## src/rtl/div_unit.sv

```systemverilog
// -----------------------------------------------------------------------------
// div_unit -- 32-bit signed restoring divider, one quotient bit per clock
//
// A rising edge on DivCtrl while idle starts an operation. The unit latches the
// operand magnitudes and the result signs, then runs 32 restoring-division
// steps. A final cycle applies the signs and presents the results.
// Division truncates toward zero, and the remainder takes the sign of the
// dividend. A zero divisor ends the operation after one cycle with DivZero set.
//
// Ports
//   clock     in   rising-edge clock
//   reset     in   asynchronous, active-low reset
//   RegAOut   in   [31:0] dividend, two's complement
//   RegBOut   in   [31:0] divisor, two's complement
//   DivCtrl   in   start/hold request; dropping it mid-run aborts the operation
//   DivDone   out  one-cycle completion pulse (normal or divide-by-zero)
//   DivZero   out  divide-by-zero flag, held until the next start
//   DivHIOut  out  [31:0] remainder
//   DivLOOut  out  [31:0] quotient
// -----------------------------------------------------------------------------
module div_unit (
   input  logic        clock,
   input  logic        reset,
   input  logic [31:0] RegAOut,
   input  logic [31:0] RegBOut,
   input  logic        DivCtrl,
   output logic        DivDone,
   output logic        DivZero,
   output logic [31:0] DivHIOut,
   output logic [31:0] DivLOOut
);

   typedef enum logic [1:0] {IDLE, RUN, SIGN, ZERO} state_t;

   state_t      state_q, state_d;
   logic [5:0]  cnt_q, cnt_d;
   logic [31:0] rem_q, rem_d;       // partial remainder (magnitude)
   logic [31:0] quo_q, quo_d;       // dividend shifts out of the top while quotient bits shift in
   logic [31:0] dvs_q, dvs_d;       // divisor magnitude
   logic        neg_quo_q, neg_quo_d;
   logic        neg_rem_q, neg_rem_d;
   logic        ctrl_prev_q;
   logic        done_q, done_d;
   logic        zero_q, zero_d;
   logic [31:0] hi_q, hi_d;
   logic [31:0] lo_q, lo_d;

   logic [31:0] a_mag, b_mag;
   logic [32:0] shifted;
   logic [32:0] trial;

   // The magnitude of 0x80000000 is 0x80000000, read as unsigned.
   assign a_mag = RegAOut[31] ? (~RegAOut + 32'd1) : RegAOut;
   assign b_mag = RegBOut[31] ? (~RegBOut + 32'd1) : RegBOut;

   // A 33-bit trial is wide enough because the shifted remainder is always
   // below twice the divisor magnitude, and that magnitude is at most 2^31.
   // Bit 32 of the difference is therefore a reliable borrow flag.
   assign shifted = {rem_q, quo_q[31]};
   assign trial   = shifted - {1'b0, dvs_q};

   always_ff @(posedge clock or negedge reset) begin
      if (!reset) begin
         state_q     <= IDLE;
         cnt_q       <= '0;
         rem_q       <= '0;
         quo_q       <= '0;
         dvs_q       <= '0;
         neg_quo_q   <= 1'b0;
         neg_rem_q   <= 1'b0;
         ctrl_prev_q <= 1'b0;
         done_q      <= 1'b0;
         zero_q      <= 1'b0;
         hi_q        <= '0;
         lo_q        <= '0;
      end else begin
         state_q     <= state_d;
         cnt_q       <= cnt_d;
         rem_q       <= rem_d;
         quo_q       <= quo_d;
         dvs_q       <= dvs_d;
         neg_quo_q   <= neg_quo_d;
         neg_rem_q   <= neg_rem_d;
         ctrl_prev_q <= DivCtrl;
         done_q      <= done_d;
         zero_q      <= zero_d;
         hi_q        <= hi_d;
         lo_q        <= lo_d;
      end
   end

   always_comb begin
      state_d   = state_q;
      cnt_d     = cnt_q;
      rem_d     = rem_q;
      quo_d     = quo_q;
      dvs_d     = dvs_q;
      neg_quo_d = neg_quo_q;
      neg_rem_d = neg_rem_q;
      done_d    = 1'b0;
      zero_d    = zero_q;
      hi_d      = hi_q;
      lo_d      = lo_q;

      unique case (state_q)
         IDLE: begin
            // Start only on a rising edge, so a request held high does not restart.
            if (DivCtrl && !ctrl_prev_q) begin
               quo_d     = a_mag;
               dvs_d     = b_mag;
               rem_d     = '0;
               cnt_d     = '0;
               neg_rem_d = RegAOut[31];
               neg_quo_d = RegAOut[31] ^ RegBOut[31];
               zero_d    = 1'b0;
               state_d   = (RegBOut == 32'd0) ? ZERO : RUN;
            end
         end

         RUN: begin
            if (!DivCtrl) begin
               // Abort: discard the operation and leave the results untouched.
               state_d = IDLE;
            end else begin
               if (!trial[32]) begin
                  rem_d = trial[31:0];
                  quo_d = {quo_q[30:0], 1'b1};
               end else begin
                  rem_d = {rem_q[30:0], quo_q[31]};
                  quo_d = {quo_q[30:0], 1'b0};
               end
               cnt_d = cnt_q + 6'd1;
               if (cnt_q == 6'd31) begin
                  state_d = SIGN;
               end
            end
         end

         SIGN: begin
            // 0x80000000 / -1 gives a positive quotient of 0x80000000, which
            // wraps to 0x80000000 in 32 bits. No flag is raised.
            lo_d    = neg_quo_q ? (~quo_q + 32'd1) : quo_q;
            hi_d    = neg_rem_q ? (~rem_q + 32'd1) : rem_q;
            done_d  = 1'b1;
            zero_d  = 1'b0;
            state_d = IDLE;
         end

         ZERO: begin
            done_d  = 1'b1;
            zero_d  = 1'b1;
            state_d = IDLE;
         end

         default: state_d = IDLE;
      endcase
   end

   assign DivDone  = done_q;
   assign DivZero  = zero_q;
   assign DivHIOut = hi_q;
   assign DivLOOut = lo_q;

endmodule

```

## config.mk

```make
export PLATFORM = sky130hd
export DESIGN_NAME = div_unit
export DESIGN_NICKNAME = d
export VERILOG_FILES = /design/src/rtl/div_unit.sv
export SDC_FILE = /design/constraint.sdc
export NUM_CORES = 1
export LEC_CHECK = 0
export ABC_AREA = 1
export BUFFER_PORTS_ARGS = -buffer_cell sky130_fd_sc_hd__buf_2
export CAP_MARGIN = 30
export CELL_PAD_IN_SITES_DETAIL_PLACEMENT = 1
export CELL_PAD_IN_SITES_GLOBAL_PLACEMENT = 1
export CORE_ASPECT_RATIO = 0.7
export CORE_UTILIZATION = 46
export DETAILED_ROUTE_END_ITERATION = 16
export PLACE_DENSITY_LB_ADDON = 0.1
export SLEW_MARGIN = 0
export SYNTH_ARGS = -nofsm -noshare
export SYNTH_HDL_FRONTEND = slang
export SYNTH_SLANG_ARGS = --single-unit
```

## constraint.sdc

```tcl
create_clock -name clock -period 3.6 [get_ports clock]
set_clock_uncertainty 0.2 [all_clocks]
set_input_delay 0.72 -clock clock [delete_from_list [all_inputs] [get_ports clock]]
set_output_delay 0.72 -clock clock [all_outputs]
set_load 0.02 [all_outputs]
```

==> impl_results.md, run 1 <==
- Status: completed
- RePlAce Congestion: 0.9858
- Crit path DAT: 3.25 ns
- GRT overflow: 0
- Post-Synthesis Cell Area: 0.01340 mm^2
- Layout filler cell count: 3891
- Clock sinks: 173
- HP Class: in -> reg
- Final Cycle Share: 86.16%
- Asr flop ratio synth: 100.0%
- Power per Cell Area: 708.1 mW/mm^2
- Max Fclk: 322.4 MHz
- Die X: 206.0 um
- P_leak: 8.216 nW
- Switching part of the total: 50.46%
- Clock latency on the worst-skew pair: 0.46 ns
- NetSw: 5.371 mW
- IO Count: 133
- Synth Instances: 2096
- Max IR drop VDD: 0.0003238 V
- MaxCap Viol Count: 0
- Ys flop type: dfrtp_1
- Clock Path Buffers: 2
- Initial core utilization: 47.51%
- Largest net degree at the start of global routing: 72
- Synthesized area per cell: 6.393 um^2
- CP Capture Type: register
- Sequential share of power: 29.0%
- Tot GR Track Use: 36.30%
- Endpoints failing hold: 0
- Gates resized, CTS repair: 0
- FP Rows: 51
- Placement Setup Slack: 0.3412 ns
- Critical Path RT: 3.75 ns
- Initial DRC count: 1506
- # setup viols final: 0
- CORE AREA: 0.02820 mm^2
- Design Power: 10.64 mW
- Clk slew on worst S/H paths: 0.07 ns
- Share of post-route cells with drive strength above 1: 10.50%
- Startpoint Class: register
- Clock period minus worst slack: 3.102 ns
- Slew at the pin closest to its max-slew limit: 0.8205 ns
- Buffers added on ports: 132
- Slew headroom: 45.17%
- Distinct cells, synth: 44
- Post-Syn Nets: 2201
- Initial antenna violation count: 1
- Nets: 2302
- Vias in the first global route: 13990
- TritonRoute pass-1 iters: 5
- Post-synthesis register bit count: 173
- Antenna Violating Nets Remaining: 0
- Chip height: 144.8 um
- Most frequent cells in the layout: 653 x nand2_1, 293 x inv_1, 213 x nand3_1
- TritonCTS clock tree: built
- RSZ-0062 raised after global routing: no
- Setup TNS: 0 ns
- Max Slew Vio Count: 0
- Internal: 5.274 mW
- # DRC: 0
- Yosys warnings: 0
- Number of buffers created by CTS: 17
- Final worst slack: 0.4983 ns
- CP max FO: 6
- Routed wire length: 53.10 mm
- Worst Path Class, Setup: reg -> reg
- Detailed-route via count: 14550
- Number of synthesized flops with an enable pin: 0
- Via density: 5.639
- Combinational Power Share: 51.9%
- ANT cells: 0
- Syn-to-layout area delta: 12.19%
- First-pass GRT wire length: 81.16 mm
- DR WL/cell: 20.57 um
- DIE AREA: 0.02983 mm^2
- Clock share of power: 19.1%
- CTS root buffer: clkbuf_16
- Register area share after synthesis: 32.31%
- DPL Wire Length: 42.63 mm
- Most common cell after layout, fill and taps aside: nand2_1
- H-Tree Depth: 4
-- logic make-up (layout without fill, tap and decap cells) --
logic type,count (synthesis),in the layout,synth area share [%]
fa+ha+maj,38,38,3.604
buf+inv,362,476,10.56
flops,173,173,32.31
xor+xnor,80,80,5.229
compound gates,267,267,11.04
simple gates,1176,1176,37.26
-- final cells by class --
type	instances	area, um^2	share of cell area, %
inverter	297	1115	7.416
clock buffer	21	470.5	3.130
multi-input combinational	1561	7671	51.03
timing repair buffer	147	827.0	5.502
sequential	173	4329	28.80
tap	371	464.2	3.088
clock inverter	11	155.1	1.032
-- synth_stat cells, types with 2 or more instances --
master | count | area [um^2]
a21oi_1 | 65 | 325.3
o31ai_1 | 5 | 37.54
o221ai_1 | 3 | 26.28
buf_4 | 4 | 30.03
a21oi_2 | 3 | 26.28
nand4_1 | 27 | 168.9
nor2_2 | 5 | 31.28
and2_1 | 3 | 18.77
o21ai_0 | 145 | 725.7
inv_1 | 294 | 1104
inv_2 | 3 | 11.26
a31oi_1 | 10 | 62.56
o211ai_1 | 19 | 142.6
ha_1 | 37 | 462.9
clkbuf_1 | 44 | 165.2
nand3_1 | 213 | 1066
buf_1 | 8 | 30.03
dfrtp_1 | 173 | 4329
nand2_1 | 653 | 2451
o21bai_1 | 7 | 52.55
nand2_4 | 4 | 45.04
xor2_1 | 62 | 543.0
xnor2_1 | 18 | 157.7
nand3b_1 | 4 | 30.03
o22ai_1 | 4 | 25.02
nor2_1 | 206 | 773.2
nand2_8 | 2 | 40.04
buf_2 | 7 | 35.03
and3_1 | 3 | 18.77
buf_12 | 2 | 40.04
nand2_2 | 27 | 168.9
nor3_1 | 22 | 110.1
o21ai_2 | 3 | 26.28
-- metrics by stage --
| step | hold WS, ns | cell area, um^2 | utilization, % | cells |
|---|---|---|---|---|
| after floorplan | 0.2244 | 13400 | - | 2096 |
| after global placement | 0.2105 | 14370 | 50.94 | 2547 |
| after detailed placement | 0.2070 | 14400 | 51.04 | 2548 |
| after CTS | 0.1773 | 15030 | 53.30 | 2581 |
| after global routing | 0.1870 | 15030 | 53.30 | 2581 |
| final | 0.1897 | 15030 | 53.30 | 2581 |
-- power by group through the flow --
stage / sequential [mW] / clock (mW) / combinational (mW)
global placement: 3.05 / 0 / 5.12
finish: 3.09 / 2.04 / 5.52
CTS: 3.05 / 2.04 / 5.40
global route: 3.13 / 2.12 / 6.05
floorplan: 3.24 / 0 / 3.24
detailed placement: 3.08 / 0 / 5.34
-- state kept, by name (all words and copies together), names as in the netlist, 2 cells and up --
signal / count
cnt_q: 6
DivLOOut: 32
rem_q: 32
state_q: 2
quo_q: 32
dvs_q: 32
DivHIOut: 32
-- timing repair --
action                                 4_1_cts  5_1_grt
setup buffers                                0        0
endpoints found under the hold margin       36        0
hold buffers                                 1        0
-- worst max-delay path, cell delays in order, from the launching register on --
cell and delay (ns):
dfrtp_1 0.38, inv_1 0.13, ha_1 0.27, fa_1 0.42, inv_1 0.11, nand2_1 0.07
nand2_1 0.10, nand3_1 0.09, nand2_2 0.15, nand2_2 0.08, nand2_4 0.10, nand2_4 0.08
nand2_4 0.09, nand2_1 0.22, nand2_1 0.27, nand2_1 0.10, nand3_1 0.09, nand2_1 0.06
-- metal layers --
metal	up-vias	track usage, %	routed length, um
met5	-	0	0
met3	37	9.628	5200
met1	7114	55.54	25870
met2	554	50.69	21500
li1	6848	-	-
met4	0	6.347	529
-- final timing paths --
kind	start	end	slack [ns]	depth (start not counted)
worst max-delay path	quo_q[31]$_DFFE_PN0P_	rem_q[3]$_DFFE_PN0P_	0.50	17
worst min-delay path	DivCtrl	ctrl_prev_q$_DFF_PN0_	0.19	1
worst max register to register	quo_q[31]$_DFFE_PN0P_	rem_q[3]$_DFFE_PN0P_	0.50	17
worst min register to register	state_q[1]$_DFFE_PN0P_	DivDone$_DFF_PN0_	0.23	0
max in group asynchronous	reset	DivHIOut[0]$_DFFE_PN0P_	1.76	3
min in group asynchronous	reset	DivHIOut[25]$_DFFE_PN0P_	0.55	2
(Power assumes the default switching activity.)
==> run 2: changes to the inputs <==
BUFFER_PORTS_ARGS = -buffer_cell sky130_fd_sc_hd__buf_4   (was -buffer_cell sky130_fd_sc_hd__buf_2)
REMOVE_ABC_BUFFERS = 1   (was default)
==> run 2 against run 1 <==
Net effect: worst hold slack got worse by 0.17 ns; power increased by 0.14%; clock power is 4% lower; cell area up 2.0%; register-to-register slack gained 0.11 ns; via count decreased by 0.76%; critical path depth decreased by 3; setup slack better by 0.11 ns; sequential share of layout area is 0.56 points lower; count of clock-buffer cells in the layout shrank 3; critical path type unchanged; highest routed layer unchanged.
==> impl_results.md, run 2 (synthesis results as in run 1) <==
- Slew headroom: 44.43%
- First-pass GRT wire length: 78.98 mm
- Clock Path Buffers: 2
- Via density: 5.596
- Initial DRC count: 1248
- Slew at the pin closest to its max-slew limit: 0.8318 ns
- Most used cell, CP: nand2_2
- Gates resized, CTS repair: 0
- TritonRoute pass-1 iters: 5
- Status: completed
- Number of buffers created by CTS: 17
- H-Tree Depth: 4
- Critical path, cell by cell: inv_1, ha_1, nand2_2, inv_1, a21oi_2, nand2_2, nand2_2, nand2_4, nand2_4, nand3_4, nand2_8, nand2_2, nand3_1, nand2_1
- Critical Path Slowest Stage Cell: nand2_8
- Endpoints failing hold: 0
- # DRC: 0
- Buffers added on ports: 132
- Cell count after placement: 2549
- DIE AREA: 0.02983 mm^2
- GRT overflow: 0
- Post-CTS Setup Repair Bufs: 0
- MaxCap Viol Count: 0
- CP Capture Type: register
- Detailed-route via count: 14440
- Grt met2 use: 50.21%
- Vias in the first global route: 14120
- Initial core utilization: 47.51%
- P_leak: 8.286 nW
- Chip height: 144.8 um
- Layout Cells excl Fill: 2581
- CP max FO: 28
- Critical Path RT: 3.75 ns
- Antenna Violating Nets Remaining: 0
- Most used routing layer: met1
- Crit path DAT: 3.14 ns
- Clock latency on the worst-skew pair: 0.47 ns
- Share of post-route cells with drive strength above 1: 10.59%
- Clk slew on worst S/H paths: 0.07 ns
- RSZ-0062 raised after global routing: no
- Worst path max stage delay: 0.39 ns
- Final Cycle Share: 83.23%
- Die X: 206.0 um
- CTS root buffer: clkbuf_16
- FP Rows: 51
- ANT cells: 0
- GRT met1 Usage: 52.62%
- Routed wire length: 50.98 mm
- Cts hold-fix bufs: 0
- Final core occ: 54.35%
- Tot GR Track Use: 34.92%
- # setup viols final: 0
- TritonCTS clock tree: built
- Max IR drop VDD: 0.0004585 V
- Max Fclk: 333.8 MHz
- CORE AREA: 0.02820 mm^2
- Clock period minus worst slack: 2.996 ns
- RePlAce Congestion: 0.9766
- Post-layout instance area: 0.01533 mm^2
- HP Class: in -> async
- Clock sinks: 173
- Power per Cell Area: 695.4 mW/mm^2
- Startpoint Class: register
- Syn-to-layout area delta: 14.40%
- Max Slew Vio Count: 0
- IO Count: 133
- DR WL/cell: 19.75 um
- Worst Path Class, Setup: reg -> reg
- Largest net degree at the start of global routing: 64
- DPL Wire Length: 40.36 mm
- Nets: 2302
- Most frequent cells in the layout: 653 x nand2_1, 293 x inv_1, 213 x nand3_1
- Placement Cell Area: 0.01473 mm^2
- Met3 Use GR: 7.412%
- Initial antenna violation count: 0
- Most common cell after layout, fill and taps aside: nand2_1
run 2: changes by cell type in the layout (fill, tap and decap cells not counted):
cell           delta
buf_4           +132
clkinv_4          +2
buf_2           -131
clkinv_2          +2
bufinv_16         -1
clkinvlp_4        -2
clkbuf_8          -2
inv_8             +1
inv_6             +1
dlygate4sd3_1     -1
clkbuf_1          -1
run 2: layer usage:
metal  share of wire (%)  vias to the layer above  wire (um)
met1                  49                     7083      25060
li1                    -                     6853          -
met4                 1.7                        0        845
met5                   0                        -          0
met2                  42                      454      21180
met3                 7.6                       53       3892
run 2: cell type report:
cell class                      instances  area [um^2]
Sequential cell                       173         4329
Clock buffer                           18        439.2
Clock inverter                         14        157.7
Tap cell                              371        464.2
Timing Repair Buffer                  147         1152
Fill cell                            3849        12880
Multi-Input combinational cell       1561         7671
Inverter                              297         1115
run 2: path summary, 6_finish.rpt:
kind / start / end / slack [ns] / cells past startpoint
worst max-delay path: dvs_q[6]$_DFFE_PN0P_ / rem_q[30]$_DFFE_PN0P_ / 0.60 / 14
worst min-delay path: reset / DivHIOut[10]$_DFFE_PN0P_ / 0.02 / 1
worst max register to register: dvs_q[6]$_DFFE_PN0P_ / rem_q[30]$_DFFE_PN0P_ / 0.60 / 14
worst min register to register: state_q[1]$_DFFE_PN0P_ / DivDone$_DFF_PN0_ / 0.23 / 0
max in group asynchronous: reset / quo_q[2]$_DFFE_PN0P_ / 2.38 / 2
min in group clock: DivCtrl / ctrl_prev_q$_DFF_PN0_ / 0.18 / 1
run 2: report_power, final:
| group | switching [mW] | internal (mW) |
|---|---|---|
| combinational | 3.89 | 1.78 |
| sequential | 0.523 | 2.51 |
| clock | 0.899 | 1.05 |
run 2: worst max-delay path: cells and delay by family, from the launching register on:
family / cells / cell delay, ns
AO/OA/AOI/OAI: 1 / 0.17
buffers and inverters: 2 / 0.27
flip-flops: 1 / 0.38
AND/OR/NAND/NOR: 10 / 1.49
adder cells (fa/ha/maj): 1 / 0.33
run 2: metrics by stage:
step	total power, mW	worst slack, ns	hold slack (ns)	setup TNS [ns]
2_1_floorplan	6.387	-1.649	0.1690	-57.84
5_1_grt	11.30	0.4167	0.04835	0
3_5_place_dp	8.542	0.6803	0.2102	0
3_3_place_gp	8.279	0.7689	0.2010	0
6_report	10.66	0.6037	0.01559	0
4_1_cts	10.54	0.6150	0.03051	0
